**config.mk**
```make
export PLATFORM = sky130hd
export DESIGN_NAME = axis_sc16_cmul
export DESIGN_NICKNAME = d
export VERILOG_FILES = /design/src/rtl/axis_sc16_cmul_pkg.sv /design/src/rtl/axis_sc16_cmul_round_sat.sv /design/src/rtl/axis_sc16_cmul.sv
export SDC_FILE = /design/constraint.sdc
export NUM_CORES = 2
export LEC_CHECK = 0
export CAP_MARGIN = 0
export CORE_MARGIN = 5
export CORE_UTILIZATION = 57
export DETAILED_ROUTE_END_ITERATION = 10
export PLACE_DENSITY = 0.79
export SETUP_SLACK_MARGIN = 0.15
export SKIP_LAST_GASP = 1
export SLEW_MARGIN = 10
export SYNTH_ARGS = -nofsm -noshare
export SYNTH_HDL_FRONTEND = slang
export SYNTH_SLANG_ARGS = --single-unit
```
**constraint.sdc**
```tcl
create_clock -name clk -period 10.1 [get_ports clk]
set_clock_uncertainty 0.2 [all_clocks]
set_input_delay 1.515 -clock clk [delete_from_list [all_inputs] [get_ports clk]]
set_output_delay 1.515 -clock clk [all_outputs]
set_load 0.02 [all_outputs]
```
**src/rtl/axis_sc16_cmul_pkg.sv**
```systemverilog
// Shared sc16 fixed-point definitions: sample type, Q0.15 limits and the
// round-half-away / saturate helper used by the S3 stage.
package PkgSc16Fixed;

    typedef struct packed {
        logic signed [15:0] re;
        logic signed [15:0] im;
    } sc16_t;

    typedef struct packed {
        logic               sat;
        logic signed [15:0] val;
    } q15_rs_t;

    localparam logic signed [15:0] S16_MAX = 16'sh7FFF;
    localparam logic signed [15:0] S16_MIN = 16'sh8000;

    localparam logic signed [18:0] Q_MAX = 19'sd32767;
    localparam logic signed [18:0] Q_MIN = -19'sd32768;

    // Q2.30 -> Q0.15: bias by just under half an LSB for negatives so ties round away from zero.
    function automatic q15_rs_t round_sat_q15(input logic signed [32:0] v);
        logic signed [33:0] t;
        logic signed [18:0] q;
        q15_rs_t            r;
        t = 34'(v) + (v[32] ? 34'sd16383 : 34'sd16384);
        q = 19'(t >>> 15);
        if (q > Q_MAX) begin
            r.sat = 1'b1;
            r.val = S16_MAX;
        end else if (q < Q_MIN) begin
            r.sat = 1'b1;
            r.val = S16_MIN;
        end else begin
            r.sat = 1'b0;
            r.val = q[15:0];
        end
        return r;
    endfunction

endpackage

```
**src/rtl/axis_sc16_cmul_round_sat.sv**
```systemverilog
// sc16_round_sat: combinational rounding and clipping of a Q2.30 complex
// pair down to sc16, with a combined saturation flag.
module sc16_round_sat
    import PkgSc16Fixed::*;
(
    input  logic signed [32:0] re_i,
    input  logic signed [32:0] im_i,
    output sc16_t              y_o,
    output logic               sat_o
);

    logic signed [32:0] lane_in  [2];
    q15_rs_t            lane_out [2];

    assign lane_in[0] = re_i;
    assign lane_in[1] = im_i;

    genvar gi;
    generate
        for (gi = 0; gi < 2; gi++) begin : g_lane
            assign lane_out[gi] = round_sat_q15(lane_in[gi]);
        end
    endgenerate

    assign y_o.re = lane_out[0].val;
    assign y_o.im = lane_out[1].val;
    assign sat_o  = lane_out[0].sat | lane_out[1].sat;

endmodule

```
**src/rtl/axis_sc16_cmul.sv**
```systemverilog
// Streaming sc16 complex multiplier, 3-stage (multiply, add, round/clip) AXI-Stream pipe.
// Optional: define AXIS_SC16_CMUL_CONJ_EN to compute x * conj(y) instead of x * y.
module axis_sc16_cmul
    import PkgSc16Fixed::*;
#(
    parameter int PIPE_DEPTH = 3,
    parameter int USER_W     = 1
) (
    input  logic              clk,
    input  logic              rst,
    input  logic [63:0]       i_tdata,
    input  logic [USER_W-1:0] i_tuser,
    input  logic              i_tlast,
    input  logic              i_tvalid,
    output logic              i_tready,
    output logic [31:0]       o_tdata,
    output logic [USER_W-1:0] o_tuser,
    output logic              o_tlast,
    output logic              o_tvalid,
    input  logic              o_tready,
    output logic              o_sat
);

    generate
        if (PIPE_DEPTH != 3) begin : g_bad_depth
            $error("axis_sc16_cmul: PIPE_DEPTH must be 3");
        end
    endgenerate

    logic signed [15:0] xr, xi, yr, yi, yi_c;
    assign xr = i_tdata[63:48];
    assign xi = i_tdata[47:32];
    assign yr = i_tdata[31:16];
    assign yi = i_tdata[15:0];

`ifdef AXIS_SC16_CMUL_CONJ_EN
    // -(-1.0) is not representable; clip it to the largest positive value.
    assign yi_c = (yi == S16_MIN) ? S16_MAX : -yi;
`else
    assign yi_c = yi;
`endif

    logic v1_q, v2_q, v3_q;
    logic v1_d, v2_d, v3_d;
    logic ld1, ld2, ld3;

    assign ld3      = !v3_q || o_tready;
    assign ld2      = !v2_q || ld3;
    assign ld1      = !v1_q || ld2;
    assign i_tready = ld1;

    always_comb begin
        v1_d = v1_q;
        v2_d = v2_q;
        v3_d = v3_q;
        if (ld1) v1_d = i_tvalid;
        if (ld2) v2_d = v1_q;
        if (ld3) v3_d = v2_q;
    end

    logic signed [31:0] rr_q, ii_q, ri_q, ir_q;
    logic               last1_q, last2_q, last3_q;
    logic [USER_W-1:0]  user1_q, user2_q, user3_q;
    logic signed [32:0] re_q, im_q;
    sc16_t              dat3_q, rs_y;
    logic               sat3_q, rs_sat;

    sc16_round_sat u_round_sat (
        .re_i  (re_q),
        .im_i  (im_q),
        .y_o   (rs_y),
        .sat_o (rs_sat)
    );

    // S1/S2 payload needs no reset: it is only observed behind its valid bit.
    always_ff @(posedge clk) begin
        if (ld1 && i_tvalid) begin
            rr_q    <= 32'(xr) * 32'(yr);
            ii_q    <= 32'(xi) * 32'(yi_c);
            ri_q    <= 32'(xr) * 32'(yi_c);
            ir_q    <= 32'(xi) * 32'(yr);
            last1_q <= i_tlast;
            user1_q <= i_tuser;
        end
        if (ld2 && v1_q) begin
            re_q    <= 33'(rr_q) - 33'(ii_q);
            im_q    <= 33'(ri_q) + 33'(ir_q);
            last2_q <= last1_q;
            user2_q <= user1_q;
        end
    end

    always_ff @(posedge clk) begin
        if (rst) begin
            v1_q    <= 1'b0;
            v2_q    <= 1'b0;
            v3_q    <= 1'b0;
            dat3_q  <= '0;
            sat3_q  <= 1'b0;
            last3_q <= 1'b0;
            user3_q <= '0;
        end else begin
            v1_q <= v1_d;
            v2_q <= v2_d;
            v3_q <= v3_d;
            if (ld3 && v2_q) begin
                dat3_q  <= rs_y;
                sat3_q  <= rs_sat;
                last3_q <= last2_q;
                user3_q <= user2_q;
            end
        end
    end

    assign o_tvalid = v3_q;
    assign o_tdata  = dat3_q;
    assign o_sat    = sat3_q;
    assign o_tlast  = last3_q;
    assign o_tuser  = user3_q;

endmodule

```
==> run metrics <==
critical path peak fanout=21; P&R area growth vs syn=6.847%; unrepaired setup endpoints after global routing=false; Setup Fix Bufs, Post-CTS=0; Startpoint Class=primary input; final cell count without fillers=roughly 6600; WHS=223.3 ps; CP cell instances=clkdlybuf4s50_1 -> nand2_1 -> fa_1 -> inv_1 -> fa_1 -> fa_1 -> fa_1 -> fa_1 -> inv_1 -> fa_1 -> inv_1 -> ha_1 -> a21o_1 -> a21oi_1 -> o21ai_0 -> a21oi_1 -> o21ai_0 -> a21o_1 -> a2111oi_0 -> nor3b_1; All-Layer GR Usage=between 20% and 30%; post-route setup TNS=0 ps; Post-Syn Nets=around 6900; Post-synth ARST share=0%; drt first-iter violations=roughly 2700; Port Buffers=106; Worst slew margin=between 10 and 15%; Gate Count Post-Synth=approximately 5400; Max Buffers Root-to-Sink=3; nets=about 6900; type of the worst setup path=primary input to flop; Worst Setup End Kind=flop; Remaining DRCs=0; # H-tree levels=1; cts bufs inserted=27; reg2reg setup slack=a little under 6000 ps; clk_lat worst skew=590 ps; Critical Path AT=just under 9000 ps; die area=95890 um2; Die Height=approximately 310 um; Sink Count=236; Fillers=about 7300; placed insts=6545; clock root buffer=clkbuf_16; CTS tree=yes; Die W=309.7 um; first-pass GRT wire length=just over 200000 um; Max-Cap Viols=0; via count=between 30000 and 40000; Post-synth top flop=edfxtp_1; ratio of cells with drive above 1 in the final layout=approximately 3.5%; Via-to-Cell Ratio=between 5 and 6; RD Place Congestion=about 0.9; Mean Syn Cell Area=about 9.5 um2; Synth Cell Area=between 50000 and 60000 um2; Yosys cell types=85; Post-CTS Hold Fix Bufs=0; Final Setup Violations=0; Least-Margin Pin Slew=between 1000 and 1500 ps; GRT overflow=0; initial antenna violation count=7; largest net degree at the start of global routing=70; antenna viol nets, final=0; slowest CP cell=clkdlybuf4s50_1; Total Wirelength=124400 um; synth warn=0; core footprint=about 90000 um2; Peak Freq=116.2 MHz; starting density of the core=approximately 57%; max incr delay on CP=~1200 ps; post-cts sizing count=0; register area share after synthesis=a little over an eighth; status=completed; post-route minimum period=~8600 ps; row cnt=110; vias in the first global route=~40000; flops & latches, synth=236; cell family with most CP delay=adder cells; Final HPWL DP=~100000 um; worst hold path class=flop to flop; final hold viol count=0; Buf/Inv on CP=4; Ports=107; period utilization=85.23%; most frequent CP cell=fa_1; DRT Pass-1 Iters=6; Pins Over Slew Limit=0; Crit path required time=10230 ps; DR WL/cell=18.86 um; register clock-pin slew on the reported worst setup and hold paths=60 ps; EDFF count, synth=just under 200
## Yosys cell counts (6+ instances only)
master | count | area share, %
a21o_1 | 74 | 1.1
inv_1 | 1226 | 9.0
dfxtp_1 | 38 | 1.5
and2_1 | 506 | 6.2
clkbuf_1 | 205 | 1.5
a211oi_1 | 32 | 0.47
nand3_1 | 41 | 0.40
and4_1 | 8 | 0.14
nor2_1 | 181 | 1.3
or2_2 | 6 | 0.073
or3_1 | 10 | 0.12
ha_1 | 420 | 10
o21a_1 | 43 | 0.63
xor2_1 | 60 | 1.0
nor2b_1 | 17 | 0.21
nor4_1 | 6 | 0.073
o21ai_0 | 84 | 0.82
xnor2_1 | 160 | 2.7
nand2b_1 | 47 | 0.57
o31ai_1 | 6 | 0.088
nand2_1 | 563 | 4.1
o211ai_1 | 16 | 0.23
a31oi_1 | 12 | 0.15
nand4_1 | 23 | 0.28
and3_1 | 15 | 0.18
a211o_1 | 7 | 0.12
nor3_1 | 46 | 0.45
fa_1 | 1050 | 41
edfxtp_1 | 198 | 12
a21oi_1 | 151 | 1.5
o21bai_1 | 13 | 0.19
## state kept, by name, indices dropped and copies added (netlist names), 32 cells and up
signal	cells
ii_q	32
im_q	33
ir_q	32
o_tdata	32
re_q	33
ri_q	32
rr_q	32
## placed cells by master (no fill, tap or decap), types with 6 or more instances in the layout
| master | instances |
|---|---|
| xor2_1 | 60 |
| and3_1 | 15 |
| or3_1 | 10 |
| nand2b_1 | 47 |
| o31ai_1 | 6 |
| ha_1 | 420 |
| nor4_1 | 6 |
| xnor2_1 | 160 |
| o21bai_1 | 13 |
| nand3_1 | 41 |
| nor2b_1 | 16 |
| a211oi_1 | 32 |
| a21o_1 | 74 |
| buf_4 | 110 |
| fa_1 | 1050 |
| dfxtp_1 | 38 |
| edfxtp_1 | 198 |
| o21a_1 | 43 |
| nor3_1 | 46 |
| and2_1 | 506 |
| or2_2 | 6 |
| o21ai_0 | 84 |
| clkbuf_16 | 27 |
| a31oi_1 | 11 |
| a211o_1 | 7 |
| a21oi_1 | 151 |
| o211ai_1 | 16 |
| nor2_1 | 181 |
| nand4_1 | 23 |
| clkdlybuf4s50_1 | 106 |
| inv_1 | 1226 |
| and4_1 | 8 |
| nand2_1 | 563 |
## final timing paths
path         startpoint  endpoint  cells after the start
max reg2reg     rr_q[8]  re_q[31]                      9
min             user1_q   user2_q                      0
max          i_tdata[4]  ri_q[31]                     20
min reg2reg     user1_q   user2_q                      0
## logic make-up (layout without fill, tap and decap cells)
family                   Yosys count  in the layout  share of synthesized area, %
flip-flops                       236            236                         13.10
buffers and inverters           1437           1491                         10.57
other                              0              3                             0
XOR/XNOR                         220            220                         3.764
AO/OA/AOI/OAI                    515            515                         6.759
multiplexers                       2              2                       0.04155
AND/OR/NAND/NOR                 1484           1484                         14.43
adder cells (fa/ha/maj)         1470           1470                         51.33
## through the flow
step           cell area (um2)  setup slack (ps)  util (%)
2_1_floorplan            51190              1097         -
3_3_place_gp             53770              1097     60.01
3_5_place_dp             53770             953.8     60.01
4_1_cts                  54680              1564     61.03
5_1_grt                  54680              1196     61.03
6_report                 54690              1492     61.04
## area by class of cell
type / instances / area, um2 / share of cell area [%]
well taps: 1176 / 1471 / 2.690
repair buffers: 216 / 1887 / 3.450
multi-input cells: 3691 / 39100 / 71.49
flip-flops and latches: 236 / 6706 / 12.26
inverters: 1226 / 4602 / 8.415
clock buffers: 28 / 679.4 / 1.242
diodes: 3 / 7.507 / 0.01373
clock inverters: 21 / 237.7 / 0.4347
## per-layer routing
metal / vias to the layer above / track usage (%) / share of wire [%]
met5: - / 0 / 0.037
met4: 6 / 12.64 / 6.0
met3: 300 / 4.157 / 7.2
met2: 1278 / 46.59 / 48
met1: 18640 / 33.92 / 39
li1: 16370 / - / -
Power is not shown: default switching activity piles up to over one toggle a cycle in this logic, so the estimate is an artifact.
